===== config.mk =====
export PLATFORM = sky130hd
export DESIGN_NAME = readout_decimator
export DESIGN_NICKNAME = d
export VERILOG_FILES = /design/src/rtl/cochlea_pkg.sv /design/src/rtl/readout_ch_acc.sv /design/src/rtl/readout_decimator.sv
export SDC_FILE = /design/constraint.sdc
export NUM_CORES = 1
export LEC_CHECK = 0
export ABC_CLOCK_PERIOD_IN_PS = 3210
export CAP_MARGIN = 40
export CORE_MARGIN = 2
export CORE_UTILIZATION = 45
export CTS_CLUSTER_DIAMETER = 100
export CTS_CLUSTER_SIZE = 12
export DETAILED_ROUTE_END_ITERATION = 10
export GPL_TIMING_DRIVEN = 0
export SYNTH_ARGS = -nofsm -noshare
export SYNTH_HDL_FRONTEND = slang
export SYNTH_SLANG_ARGS = --single-unit

===== constraint.sdc =====
create_clock -name clk_master -period 3.21 [get_ports clk_master]
set_clock_uncertainty 0.05 [all_clocks]
set_input_delay 0.4815 -clock clk_master [delete_from_list [all_inputs] [get_ports clk_master]]
set_output_delay 0.4815 -clock clk_master [all_outputs]
set_load 0.005 [all_outputs]

===== src/rtl/cochlea_pkg.sv =====
// Shared definitions for the cochlea readout path.
//   N_CH_DEFAULT / DEC_LOG2_DEFAULT : default channel count and log2 window length
//   state_e                         : readout FSM encoding (ST_IDLE = 0, ST_STREAM = 1)
//   popcount2                       : number of ones in a 2-bit cell read-out pair
package cochlea_pkg;

  localparam int N_CH_DEFAULT     = 8;
  localparam int DEC_LOG2_DEFAULT = 6;

  typedef enum logic {
    ST_IDLE   = 1'b0,
    ST_STREAM = 1'b1
  } state_e;

  function automatic logic [1:0] popcount2(input logic [1:0] b);
    return {1'b0, b[1]} + {1'b0, b[0]};
  endfunction

endpackage


===== src/rtl/readout_ch_acc.sv =====
// Per-channel I/Q popcount accumulator with a shadow snapshot pair.
//   clk_i, rst_i            : clock, synchronous active-high reset
//   sample_i                : add this cycle's pairs to the running sums
//   clear_i                 : window end; running sums restart from 0 next cycle
//   capture_i               : window end accepted; shadow takes the closing sums
//   ro_i_i, ro_q_i          : 2-bit I/Q read-out pair of this channel
//   shadow_i_o, shadow_q_o  : last captured window sums
module readout_ch_acc
  import cochlea_pkg::*;
#(
  parameter int ACC_W = 8
) (
  input  logic             clk_i,
  input  logic             rst_i,
  input  logic             sample_i,
  input  logic             clear_i,
  input  logic             capture_i,
  input  logic [1:0]       ro_i_i,
  input  logic [1:0]       ro_q_i,
  output logic [ACC_W-1:0] shadow_i_o,
  output logic [ACC_W-1:0] shadow_q_o
);

  logic [ACC_W-1:0] acc_i_q, acc_i_d, acc_q_q, acc_q_d;
  logic [ACC_W-1:0] sh_i_q, sh_i_d, sh_q_q, sh_q_d;
  logic [ACC_W-1:0] sum_i, sum_q;
  logic [1:0]       pc_i, pc_q;

  always_comb begin
    pc_i = sample_i ? popcount2(ro_i_i) : 2'd0;
    pc_q = sample_i ? popcount2(ro_q_i) : 2'd0;
    // Closing sums include the window-end sample itself.
    sum_i = acc_i_q + {{(ACC_W-2){1'b0}}, pc_i};
    sum_q = acc_q_q + {{(ACC_W-2){1'b0}}, pc_q};
    acc_i_d = clear_i ? '0 : sum_i;
    acc_q_d = clear_i ? '0 : sum_q;
    sh_i_d  = capture_i ? sum_i : sh_i_q;
    sh_q_d  = capture_i ? sum_q : sh_q_q;
  end

  always_ff @(posedge clk_i) begin
    if (rst_i) begin
      acc_i_q <= '0;
      acc_q_q <= '0;
      sh_i_q  <= '0;
      sh_q_q  <= '0;
    end else begin
      acc_i_q <= acc_i_d;
      acc_q_q <= acc_q_d;
      sh_i_q  <= sh_i_d;
      sh_q_q  <= sh_q_d;
    end
  end

  assign shadow_i_o = sh_i_q;
  assign shadow_q_o = sh_q_q;

endmodule


===== src/rtl/readout_decimator.sv =====
// Decimates the per-channel cochlea I/Q bitstreams by popcount over a window of
// 2**DEC_LOG2 sample strobes, snapshots all channels at window end and streams
// them out word by word (ch0 I, ch0 Q, ch1 I, ...) over valid/ready.
//   clk_master, rst          : clock, synchronous active-high reset
//   en, sample_en            : accumulate/count only when both are high
//   read_out_I, read_out_Q   : channel k on bits [2k+1:2k]
//   out_data/out_ch/out_q    : current word, its channel and I(0)/Q(1) flag
//   out_last, out_valid      : final word of frame, word available
//   out_ready                : consumer accepts on out_valid && out_ready
//   frame_cnt                : frames streamed (captured), wrapping 8-bit
//   overrun                  : sticky, a window ended while still streaming
//
// state     | meaning
// ST_IDLE   | waiting for a window end; shadow capture allowed
// ST_STREAM | presenting the captured frame; window ends here are dropped
module readout_decimator
  import cochlea_pkg::*;
#(
  parameter int N_CH     = N_CH_DEFAULT,
  parameter int DEC_LOG2 = DEC_LOG2_DEFAULT,
  parameter int ACC_W    = DEC_LOG2 + 2
) (
  input  logic                    clk_master,
  input  logic                    rst,
  input  logic                    en,
  input  logic                    sample_en,
  input  logic [2*N_CH-1:0]       read_out_I,
  input  logic [2*N_CH-1:0]       read_out_Q,
  output logic [ACC_W-1:0]        out_data,
  output logic [$clog2(N_CH)-1:0] out_ch,
  output logic                    out_q,
  output logic                    out_last,
  output logic                    out_valid,
  input  logic                    out_ready,
  output logic [7:0]              frame_cnt,
  output logic                    overrun
);

  localparam int CH_W  = $clog2(N_CH);
  localparam int IDX_W = CH_W + 1;
  localparam logic [IDX_W-1:0] LAST_IDX = IDX_W'(2*N_CH - 1);

  state_e              state_q, state_d;
  logic [DEC_LOG2-1:0] wcnt_q, wcnt_d;
  logic [IDX_W-1:0]    idx_q, idx_d;
  logic [7:0]          frame_cnt_q, frame_cnt_d;
  logic                overrun_q, overrun_d;

  logic fire, win_end, capture, streaming;
  logic [ACC_W-1:0] sh_i [N_CH];
  logic [ACC_W-1:0] sh_q [N_CH];
  logic [CH_W-1:0]  ch_sel;

  assign fire      = en && sample_en;
  assign win_end   = fire && (wcnt_q == '1);
  // Capture is decided on the registered state, so a window closing on the
  // same edge as the last-word acceptance is dropped rather than captured.
  assign capture   = win_end && (state_q == ST_IDLE);
  assign streaming = (state_q == ST_STREAM);

  for (genvar k = 0; k < N_CH; k++) begin : g_ch
    readout_ch_acc #(.ACC_W(ACC_W)) u_acc (
      .clk_i      (clk_master),
      .rst_i      (rst),
      .sample_i   (fire),
      .clear_i    (win_end),
      .capture_i  (capture),
      .ro_i_i     (read_out_I[2*k+1:2*k]),
      .ro_q_i     (read_out_Q[2*k+1:2*k]),
      .shadow_i_o (sh_i[k]),
      .shadow_q_o (sh_q[k])
    );
  end

  always_comb begin
    state_d     = state_q;
    idx_d       = idx_q;
    frame_cnt_d = frame_cnt_q;
    overrun_d   = overrun_q;
    wcnt_d      = fire ? wcnt_q + 1'b1 : wcnt_q;
    case (state_q)
      ST_IDLE: begin
        if (capture) begin
          state_d     = ST_STREAM;
          idx_d       = '0;
          frame_cnt_d = frame_cnt_q + 8'd1;
        end
      end
      ST_STREAM: begin
        if (win_end) overrun_d = 1'b1;
        if (out_ready) begin
          if (idx_q == LAST_IDX) begin
            state_d = ST_IDLE;
            idx_d   = '0;
          end else begin
            idx_d = idx_q + 1'b1;
          end
        end
      end
      default: state_d = ST_IDLE;
    endcase
  end

  always_ff @(posedge clk_master) begin
    if (rst) begin
      state_q     <= ST_IDLE;
      wcnt_q      <= '0;
      idx_q       <= '0;
      frame_cnt_q <= '0;
      overrun_q   <= 1'b0;
    end else begin
      state_q     <= state_d;
      wcnt_q      <= wcnt_d;
      idx_q       <= idx_d;
      frame_cnt_q <= frame_cnt_d;
      overrun_q   <= overrun_d;
    end
  end

  // Outputs come only from registers, so out_ready never reaches out_valid.
  assign ch_sel    = idx_q[IDX_W-1:1];
  assign out_valid = streaming;
  assign out_ch    = streaming ? ch_sel : '0;
  assign out_q     = streaming && idx_q[0];
  assign out_last  = streaming && (idx_q == LAST_IDX);
  assign out_data  = !streaming ? '0 : (idx_q[0] ? sh_q[ch_sel] : sh_i[ch_sel]);
  assign frame_cnt = frame_cnt_q;
  assign overrun   = overrun_q;

endmodule


==> flow_summary.json <==
{
  "status": "completed",
  "first_iter_violations": 820,
  "cts_made_buffers": 26,
  "avgSynthCellArea_um2": 9.24,
  "drive_above_1_share_pct": 9.08,
  "maxSlewViolCount": 0,
  "ys_warn_count": 0,
  "layout.cells.non_filler": 1762,
  "critical_path.top_delay_family": "buffers and inverters",
  "viasPerCell": 5.40,
  "num_rows": 60,
  "synth_top_cell_by_area": "dfxtp_1",
  "cts_tree": "built",
  "worstPathRequired_ps": 2680,
  "ir_drop_mv": 0.344,
  "critical_path_class": "reg -> out",
  "globalplace.congestion": 0.930,
  "cts_sinks": 276,
  "fill_cells": 2518,
  "setup_viol": 0,
  "cp_slowest_stage_delay_ps": 520,
  "yosysTopAreaCellShare_pct": 45.0,
  "min_period_ps": 3150,
  "maxSlewHeadroom_pct": 46.8,
  "synthTopCellsByArea": "dfxtp_1 (45%), nor2_1 (7.3%), a211oi_1 (5.9%), ha_1 (5.2%), xnor2_1 (5.1%)",
  "syn_nets": 1432,
  "synth_area_mm2": 0.0123,
  "crit_chain": "buf_8 > buf_12 > buf_16 > mux2i_4 > a22oi_2 > o211ai_1 > nand2_1 > clkdlybuf4s50_1",
  "portBuffers": 58,
  "track_usage_pct": 25.5,
  "startpoint_type": "flop",
  "max_freq_ghz": 0.317,
  "rsz0062_at_grt": "false",
  "slowest_stage": "clkdlybuf4s50_1",
  "finalNetCount": 1526,
  "tightest_slew_ps": 798,
  "ys_seq_area_share_pct": 45.0,
  "hold_violations": 0,
  "clockBufferDepth": 3,
  "vias": 9510,
  "grt_pass1_wl_mm": 55.1,
  "grt_max_degree": 13,
  "cp-end-kind": "primary output",
  "post-place-ws_ps": -821,
  "initial_core_util_pct": 45.6,
  "fin_util_pct": 53.1,
  "cts.htree.levels": 1,
  "syn_inst": 1328,
  "antenna_found_initial": 0,
  "clk_pin_slew_ps": 70,
  "root_buffer": "clkbuf_16",
  "drc": 0,
  "core_area_mm2": 0.0269,
  "cp_max_fo": 10,
  "grt.overflow.total": 0,
  "antenna_left": 0,
  "power_density_mw_per_mm2": 457,
  "die_x_um": 169,
  "post-route-period-util_pct": 98.2,
  "die_y_um": 169,
  "cp.arrival_ps": 2620,
  "grt_pass1_vias": 9331,
  "ios": 60,
  "synth_cell_types": 49,
  "ys_async_sr_fraction_pct": 0,
  "wl_per_cell_um": 20.4,
  "maxCapViolCount": 0,
  "synth-edff-count": 0,
  "power.static_leakage_nw": 5.12,
  "dp.cells": 1735,
  "dp.final_hpwl_mm": 27.2,
  "worstSkewPairLatency_ps": 530,
  "area_growth_pct": 16.3,
  "antenna_cells": 0,
  "critPathBufInv": 4,
  "dieArea_mm2": 0.0286,
  "worst_slack_ps": 57.0,
  "synth-main-ff-cell": "dfxtp_1",
  "hp-class": "reg -> reg",
  "synth-seq-cells": 276,
  "first_pass_iters": 5,
  "wl_mm": 35.9
}
[cell families after synthesis]
logic type / Yosys count / synth area share, %
simple gates: 517 / 18.9
buf+inv: 125 / 4.52
xor+xnor: 106 / 7.57
compound gates: 190 / 10.6
mux: 47 / 5.51
flops: 276 / 45.0
fa+ha+maj: 67 / 7.81
[what timing repair did]
action,in CTS,in global routing
gates resized for setup,26,21
pin swaps,0,1
hold buffers,0,0
setup buffers,0,3
endpoints found under the setup margin,64,11
[metal layers]
metal / vias up / global-route usage [%] / share of wire (%)
met5: - / 0 / 0
met4: 0 / 7.58 / 3.2
met3: 59 / 2.38 / 4.3
met2: 251 / 43.2 / 47
met1: 4510 / 34.7 / 46
li1: 4690 / - / -
[layout make-up]
cell class | instances | area [um^2] | area share [%]
Multi-Input combinational cell | 927 | 6310 | 44.2
Timing Repair Buffer | 69 | 713 | 5.00
Buffer | 77 | 447 | 3.13
Inverter | 45 | 169 | 1.18
Clock buffer | 27 | 676 | 4.74
Sequential cell | 276 | 5530 | 38.7
Tap cell | 341 | 427 | 2.99
[Yosys cell counts (3+ instances only)]
master     count
dfxtp_1      276
nor2_1       239
nand2_1      128
a211oi_1      97
xnor2_1       71
ha_1          51
a21oi_1       48
inv_1         45
and2_1        36
xor2_1        35
clkbuf_1      33
buf_2         32
mux2i_1       27
nand3_1       25
and3_1        24
fa_1          16
mux4_2        16
nor2b_1       16
nor3_1        14
buf_4         12
nand3b_1      10
nand4_1       10
a22oi_1        8
o211ai_1       8
a21o_1         5
a31oi_1        5
o21ai_0        5
mux2_2         4
o221ai_1       4
and4_1         3
buf_1          3
o2111ai_1      3
or3b_1         3
[placed cells by master, fill, tap and decap left out, drive strengths merged, types with 3 or more instances in the layout]
cell and count:
a211oi 97, a21o 5, a21oi 48, a22oi 8, a31oi 5, and2 36
and3 24, and4 3, buf 57, clkbuf 58, clkdlybuf4s50 58, dfxtp 276
fa 16, ha 51, inv 45, mux2 4, mux2i 27, mux4 16
nand2 129, nand3 25, nand3b 10, nand4 11, nor2 240, nor2b 16
nor3 14, o2111ai 3, o211ai 8, o21ai 5, o221ai 4, or3b 3
xnor2 71, xor2 35
[worst paths after layout]
check / from / endpoint / slack (ps) / depth (start not counted)
max: idx_q[1]$_SDFFE_PP0P_ / out_data[1] / 60 / 8
min: g_ch[3].u_acc.shadow_q_o[2]$_SDFFE_PP0P_ / g_ch[3].u_acc.shadow_q_o[2]$_SDFFE_PP0P_ / 410 / 2
max reg2reg: wcnt_q[0]$_SDFFE_PP0P_ / g_ch[4].u_acc.acc_i_q[1]$_SDFF_PP0_ / 800 / 8
min reg2reg: g_ch[3].u_acc.shadow_q_o[2]$_SDFFE_PP0P_ / g_ch[3].u_acc.shadow_q_o[2]$_SDFFE_PP0P_ / 410 / 2
[worst register-to-register path, stage by stage (launching register included)]
cell     delay, ps
dfxtp_1        370
ha_1           220
nand4_2        240
nor2_1         410
or2_1          150
buf_2          200
buf_4          260
buf_4          300
nor2_1          90
[state kept, by name, indices dropped and copies added (netlist names)]
name,cells
overrun,1
g_ch.u_acc.shadow_q_o,64
g_ch.u_acc.acc_q_q,64
idx_q,4
frame_cnt,8
wcnt_q,6
g_ch.u_acc.acc_i_q,64
g_ch.u_acc.shadow_i_o,64
out_valid,1
[power by group]
| part | switching (mW) | total, mW | internal (mW) |
|---|---|---|---|
| clock network | 1.26 | 2.73 | 1.47 |
| logic | 0.196 | 0.325 | 0.128 |
| registers | 0.0143 | 3.47 | 3.45 |
| total | 1.47 | 6.53 | 5.05 |
[stage by stage]
step,TNS (ps),hold slack [ps],area (um^2),total power [mW]
floorplan,0,382,12300,3.69
finish,0,406,14300,6.53
global placement,-179520,390,13300,3.86
CTS,-15.1,405,14100,6.57
detailed placement,-78090,397,13400,3.88
global route,0,429,14300,6.73
No activity file was read; power rests on OpenSTA's default activity.
